`src/rtl/baud_gen_frac.sv`:
```
// baud_gen_frac: fractional oversample tick and bit tick generator.
// Divisor updates are shadowed and applied only on a tick boundary.
module baud_gen_frac #(
  parameter int DIV_W    = 16,
  parameter int FRAC_W   = 4,
  parameter int OSR      = 16,
  parameter int RST_DIV  = 27,
  parameter int RST_FRAC = 2
) (
  input  logic              clk,
  input  logic              reset,
  input  logic              en,
  input  logic [DIV_W-1:0]  div_int,
  input  logic [FRAC_W-1:0] div_frac,
  input  logic              load,
  output logic              tick,
  output logic              bit_tick,
  output logic              pending
);

  localparam int OS_W = (OSR > 1) ? $clog2(OSR) : 1;
  localparam logic [OS_W-1:0] OS_LAST = OS_W'(OSR - 1);

  logic [DIV_W:0]    cnt_q, cnt_d;
  logic [FRAC_W-1:0] acc_q, acc_d;
  logic              extra_q, extra_d;
  logic [OS_W-1:0]   os_q, os_d;
  logic [DIV_W-1:0]  act_int_q, act_int_d;
  logic [FRAC_W-1:0] act_frac_q, act_frac_d;
  logic [DIV_W-1:0]  sh_int_q, sh_int_d;
  logic [FRAC_W-1:0] sh_frac_q, sh_frac_d;
  logic              pend_q, pend_d;
  logic              tick_q, tick_d;
  logic              bit_q, bit_d;

  logic [DIV_W:0]    term;
  logic [FRAC_W:0]   frac_sum;
  logic              wrap;
  logic              apply;
  logic              os_last;

  // Terminal count widened by one bit so all-ones divisor plus extra fits.
  always_comb begin
    term     = {1'b0, act_int_q} + {{DIV_W{1'b0}}, extra_q};
    frac_sum = {1'b0, acc_q} + {1'b0, act_frac_q};
    wrap     = en && (cnt_q >= term);
    apply    = (wrap || !en) && (pend_q || load);
    os_last  = (os_q == OS_LAST);
  end

  // Next state: period counter, phase accumulator, oversample count, loads.
  always_comb begin
    cnt_d      = cnt_q;
    acc_d      = acc_q;
    extra_d    = extra_q;
    os_d       = os_q;
    act_int_d  = act_int_q;
    act_frac_d = act_frac_q;
    sh_int_d   = sh_int_q;
    sh_frac_d  = sh_frac_q;
    pend_d     = pend_q;
    tick_d     = 1'b0;
    bit_d      = 1'b0;
    if (!en) begin
      cnt_d   = '0;
      acc_d   = '0;
      extra_d = 1'b0;
      os_d    = '0;
    end else if (wrap) begin
      cnt_d            = '0;
      tick_d           = 1'b1;
      {extra_d, acc_d} = frac_sum;
      bit_d            = os_last;
      os_d             = os_last ? '0 : os_q + 1'b1;
    end else begin
      cnt_d = cnt_q + 1'b1;
    end
    if (load) begin
      sh_int_d  = div_int;
      sh_frac_d = div_frac;
      pend_d    = 1'b1;
    end
    // Same-cycle load bypasses the shadow; os_d left alone to keep framing.
    if (apply) begin
      act_int_d  = load ? div_int  : sh_int_q;
      act_frac_d = load ? div_frac : sh_frac_q;
      acc_d      = '0;
      extra_d    = 1'b0;
      pend_d     = 1'b0;
    end
  end

  // State registers with asynchronous reset.
  always_ff @(posedge clk or posedge reset) begin
    if (reset) begin
      cnt_q      <= '0;
      acc_q      <= '0;
      extra_q    <= 1'b0;
      os_q       <= '0;
      act_int_q  <= DIV_W'(RST_DIV);
      act_frac_q <= FRAC_W'(RST_FRAC);
      sh_int_q   <= '0;
      sh_frac_q  <= '0;
      pend_q     <= 1'b0;
      tick_q     <= 1'b0;
      bit_q      <= 1'b0;
    end else begin
      cnt_q      <= cnt_d;
      acc_q      <= acc_d;
      extra_q    <= extra_d;
      os_q       <= os_d;
      act_int_q  <= act_int_d;
      act_frac_q <= act_frac_d;
      sh_int_q   <= sh_int_d;
      sh_frac_q  <= sh_frac_d;
      pend_q     <= pend_d;
      tick_q     <= tick_d;
      bit_q      <= bit_d;
    end
  end

  assign tick     = tick_q;
  assign bit_tick = bit_q;
  assign pending  = pend_q;

endmodule

```
`config.mk`:
```
export PLATFORM = sky130hd
export DESIGN_NAME = baud_gen_frac
export DESIGN_NICKNAME = d
export VERILOG_FILES = /design/src/rtl/baud_gen_frac.sv
export SDC_FILE = /design/constraint.sdc
export NUM_CORES = 1
export LEC_CHECK = 0
export ABC_AREA = 1
export CORE_MARGIN = 2
export CORE_UTILIZATION = 59
export DETAILED_ROUTE_END_ITERATION = 6
export GPL_TIMING_DRIVEN = 0
export PLACE_DENSITY = 0.8
export SYNTH_ARGS = -nofsm -noshare
export SYNTH_HDL_FRONTEND = slang
export SYNTH_SLANG_ARGS = --single-unit
```
`constraint.sdc`:
```
create_clock -name clk -period 4.14 [get_ports clk]
set_input_delay 0.414 -clock clk [delete_from_list [all_inputs] [get_ports clk]]
set_output_delay 0.414 -clock clk [all_outputs]
set_load 0.01 [all_outputs]
```
==> metrics.md <==
| Metric | Value |
|---|---|
| GRT Total Usage | `0.237` |
| Clock buffer depth | `2` |
| RSZ-0062 raised after global routing | `no` |
| Number of flops mapped to enable cells by yosys | `0` |
| Setup CP Type | `reg -> reg` |
| Die Y | `83.2 um` |
| Slew Viols, Final | `0` |
| Synth-to-Final Area Change | `14.5%` |
| Top-count cell post-synth | `nand2_1` |
| Mapped Area | `0.00370 sq mm` |
| Max-cap violations | `0` |
| YS warnings | `0` |
| Run status | `finished clean` |
| # clock sinks | `69` |
| P_int | `1.11 mW` |
| Fin. Hold Viols | `0` |
| Arrival time worst endpoint | `3.65 ns` |
| Pre-antenna DRT Iters | `5` |
| Met2 global-route usage | `0.423` |
| Worst slew pin tran | `0.833 ns` |
| First-pass GRT wire length | `13300 um` |
| Multi-input gate area | `0.00178 sq mm` |
| Clock skew | `0.00959 ns` |
| Resized Gates After CTS | `0` |
| Peak VDD IR | `0.290 mV` |
| # setup viols final | `0` |
| Crit path max fanout | `10` |
| Reg power frac | `0.502` |
| GRT busiest layer | `met2` |
| Largest area contributor in the netlist | `dfrtp_1` |
| TritonCTS buffer count | `9` |
| Drt wl/cell | `13.1 um` |
| Final wirelength | `7460 um` |
| Worst Setup End Kind | `register` |
| Asr flop ratio synth | `1.00` |
| Top cells by area, synth | `dfrtp_1, nand2_1, ha_1, nand3_1, nor2_1` |
| Grt met1 use | `0.289` |
| CTS tree | `yes` |
| Sequential area share after synthesis | `0.468` |
| Setup repair bufs after CTS | `0` |
| Num ports | `27` |
| Post-synth top cells | `nand2_1, dfrtp_1, nor2_1` |
| Initial antenna violation count | `0` |
| Core Footprint | `0.00599 sq mm` |
| Slew HR | `0.445` |
| Final Total Pwr | `1.55 mW` |
| Antenna Cells | `0` |
| Clock network power share | `0.348` |
| GR Overflow Total | `0` |
| Final instance area | `0.00424 sq mm` |
| Max Clk Rate | `293 MHz` |
| H-tree depth | `3` |
| Met3 global-route usage | `0.0368` |
| Switching pwr | `0.442 mW` |
| DIE WIDTH | `83.2 um` |
| Fin crit share | `0.825` |
| FF/Latch Area | `0.00173 sq mm` |
| Top_reg_cell synth | `dfrtp_1` |
| Gate Count Post-Synth | `455` |
| Starting density of the core | `0.618` |
| Routed via count | `3018` |
| Final Critical Period | `3.41 ns` |
| #FFs+latches synth | `69` |
| Vias/cell | `5.29` |
| Final setup margin | `0.725 ns` |
| Initial DRC Count | `118` |
| Root Buffer | `clkbuf_8` |
| Top-area cell type share of the netlist area | `0.433` |
| HP Class | `in -> reg` |
| Worst Path Required | `4.38 ns` |
| Pleak | `2.19 nW` |
| Syn nets | `505` |
| Detail Placement HPWL | `5600 um` |
| Final TNS setup | `0 ns` |
| Largest net degree at the start of global routing | `70` |
| Synth unique cells | `32` |
| Clock latency on the worst-skew pair | `0.35 ns` |
| Startpoint Class | `register` |
| Mean Syn Cell Area | `8.13 sq um` |
| Sw frac | `0.286` |
| Fillers | `480` |
| Final Core Density | `0.708` |
| Vias in the first global route | `3075` |
| Number of remaining DRC errors | `0` |
| PwrDens | `365 mW/mm^2` |
| Layout cells sized above 1 | `0.0746` |
| Dpl cell area | `0.00405 sq mm` |
| I/O Buffers | `25` |
| CTS Hold Bufs | `0` |
| # rows | `28` |
| Pre-CTS setup slack | `0.751 ns` |
| Final GP Congestion | `0.782` |
| Final net count | `541` |
| CTS clock-pin slew for the worst setup and hold paths | `0.08 ns` |
| ANT nets after route | `0` |
| Die Area | `0.00692 sq mm` |
| Gate power share | `0.150` |
==> worst paths after layout <==
kind	startpoint	slack [ns]	to	depth (start not counted)
setup / recovery	act_int_q[0]	0.73	act_int_q[14]	17
hold / removal	en	0.43	bit_tick	3
setup reg to reg	act_int_q[0]	0.73	act_int_q[14]	17
hold reg to reg	act_int_q[0]	0.47	act_int_q[0]	2
max in group asynchronous	reset	3.00	act_int_q[10]	2
min in group asynchronous	reset	0.58	os_q[3]	2
==> placed cells by master, fill, tap and decap left out, drive strengths merged, types with 2 or more instances in the layout <==
master and instances:
ha 25, nand3 37, a21oi 10, o21bai 5
buf 7, xnor2 4, clkbuf 16, nor3 7
nand4 13, xor2 14, clkdlybuf4s50 25, dfstp 5
nand2 176, inv 32, dfrtp 64, nor2 42
clkinv 3, clkinvlp 2
==> per-stage QoR <==
step | std cells | hold slack [ns]
2_1_floorplan | 455 | 0.439
6_report | 571 | 0.427
5_1_grt | 571 | 0.463
4_1_cts | 571 | 0.424
3_3_place_gp | 555 | 0.455
3_5_place_dp | 555 | 0.457
==> layer usage <==
layer,up-vias,share of wire
met3,14,0.029
met5,-,0
li1,1541,-
met4,0,0.020
met1,1398,0.45
met2,65,0.50
==> logic make-up (layout without fill, tap and decap cells) <==
| kind of cell | count (synthesis) | after routing | share of synthesized area |
|---|---|---|---|
| and+or+nand+nor | 277 | 277 | 0.315 |
| AOI/OAI and AO/OA | 20 | 20 | 0.0331 |
| adders and majority gates | 26 | 26 | 0.0899 |
| buffers and inverters | 45 | 86 | 0.0510 |
| DFF | 69 | 69 | 0.468 |
| xor gates and xnor gates | 18 | 18 | 0.0426 |
==> worst max-delay path, cell delays in order, from the launching register on <==
cell     delay (ns)
dfstp_2        0.54
ha_1           0.17
ha_1           0.21
nand2_1        0.08
nor3_2         0.27
nand3_1        0.15
nor3b_1        0.26
xnor2_1        0.16
ha_1           0.28
a21oi_1        0.20
nor2_1         0.06
nor2_1         0.08
nand2_1        0.07
nor2_2         0.18
nand3_4        0.17
buf_2          0.25
nand3_1        0.11
nand2_1        0.06
==> final cells by class <==
class	count	area share
Multi-Input combinational cell	341	0.420
Clock inverter	6	0.0151
Tap cell	75	0.0221
Timing Repair Buffer	25	0.0590
Inverter	32	0.0289
Clock buffer	10	0.0301
Sequential cell	69	0.409
Buffer	13	0.0162
==> power groups by stage <==
stage	Sequential (mW)	Clock (mW)	Combinational [mW]
final	0.778	0.538	0.232
after global routing	0.785	0.575	0.270
after CTS	0.777	0.546	0.235
after detailed placement	0.790	0	0.233
after global placement	0.788	0	0.219
after floorplan	0.779	0	0.165
==> flip-flops by register name (all words and copies together), names as in the netlist <==
name / flops
os_q: 4
act_int_q: 16
tick: 1
acc_q: 4
pending: 1
act_frac_q: 4
extra_q: 1
sh_frac_q: 4
bit_tick: 1
sh_int_q: 16
cnt_q: 17
No activity file was read; power rests on OpenSTA's default activity.
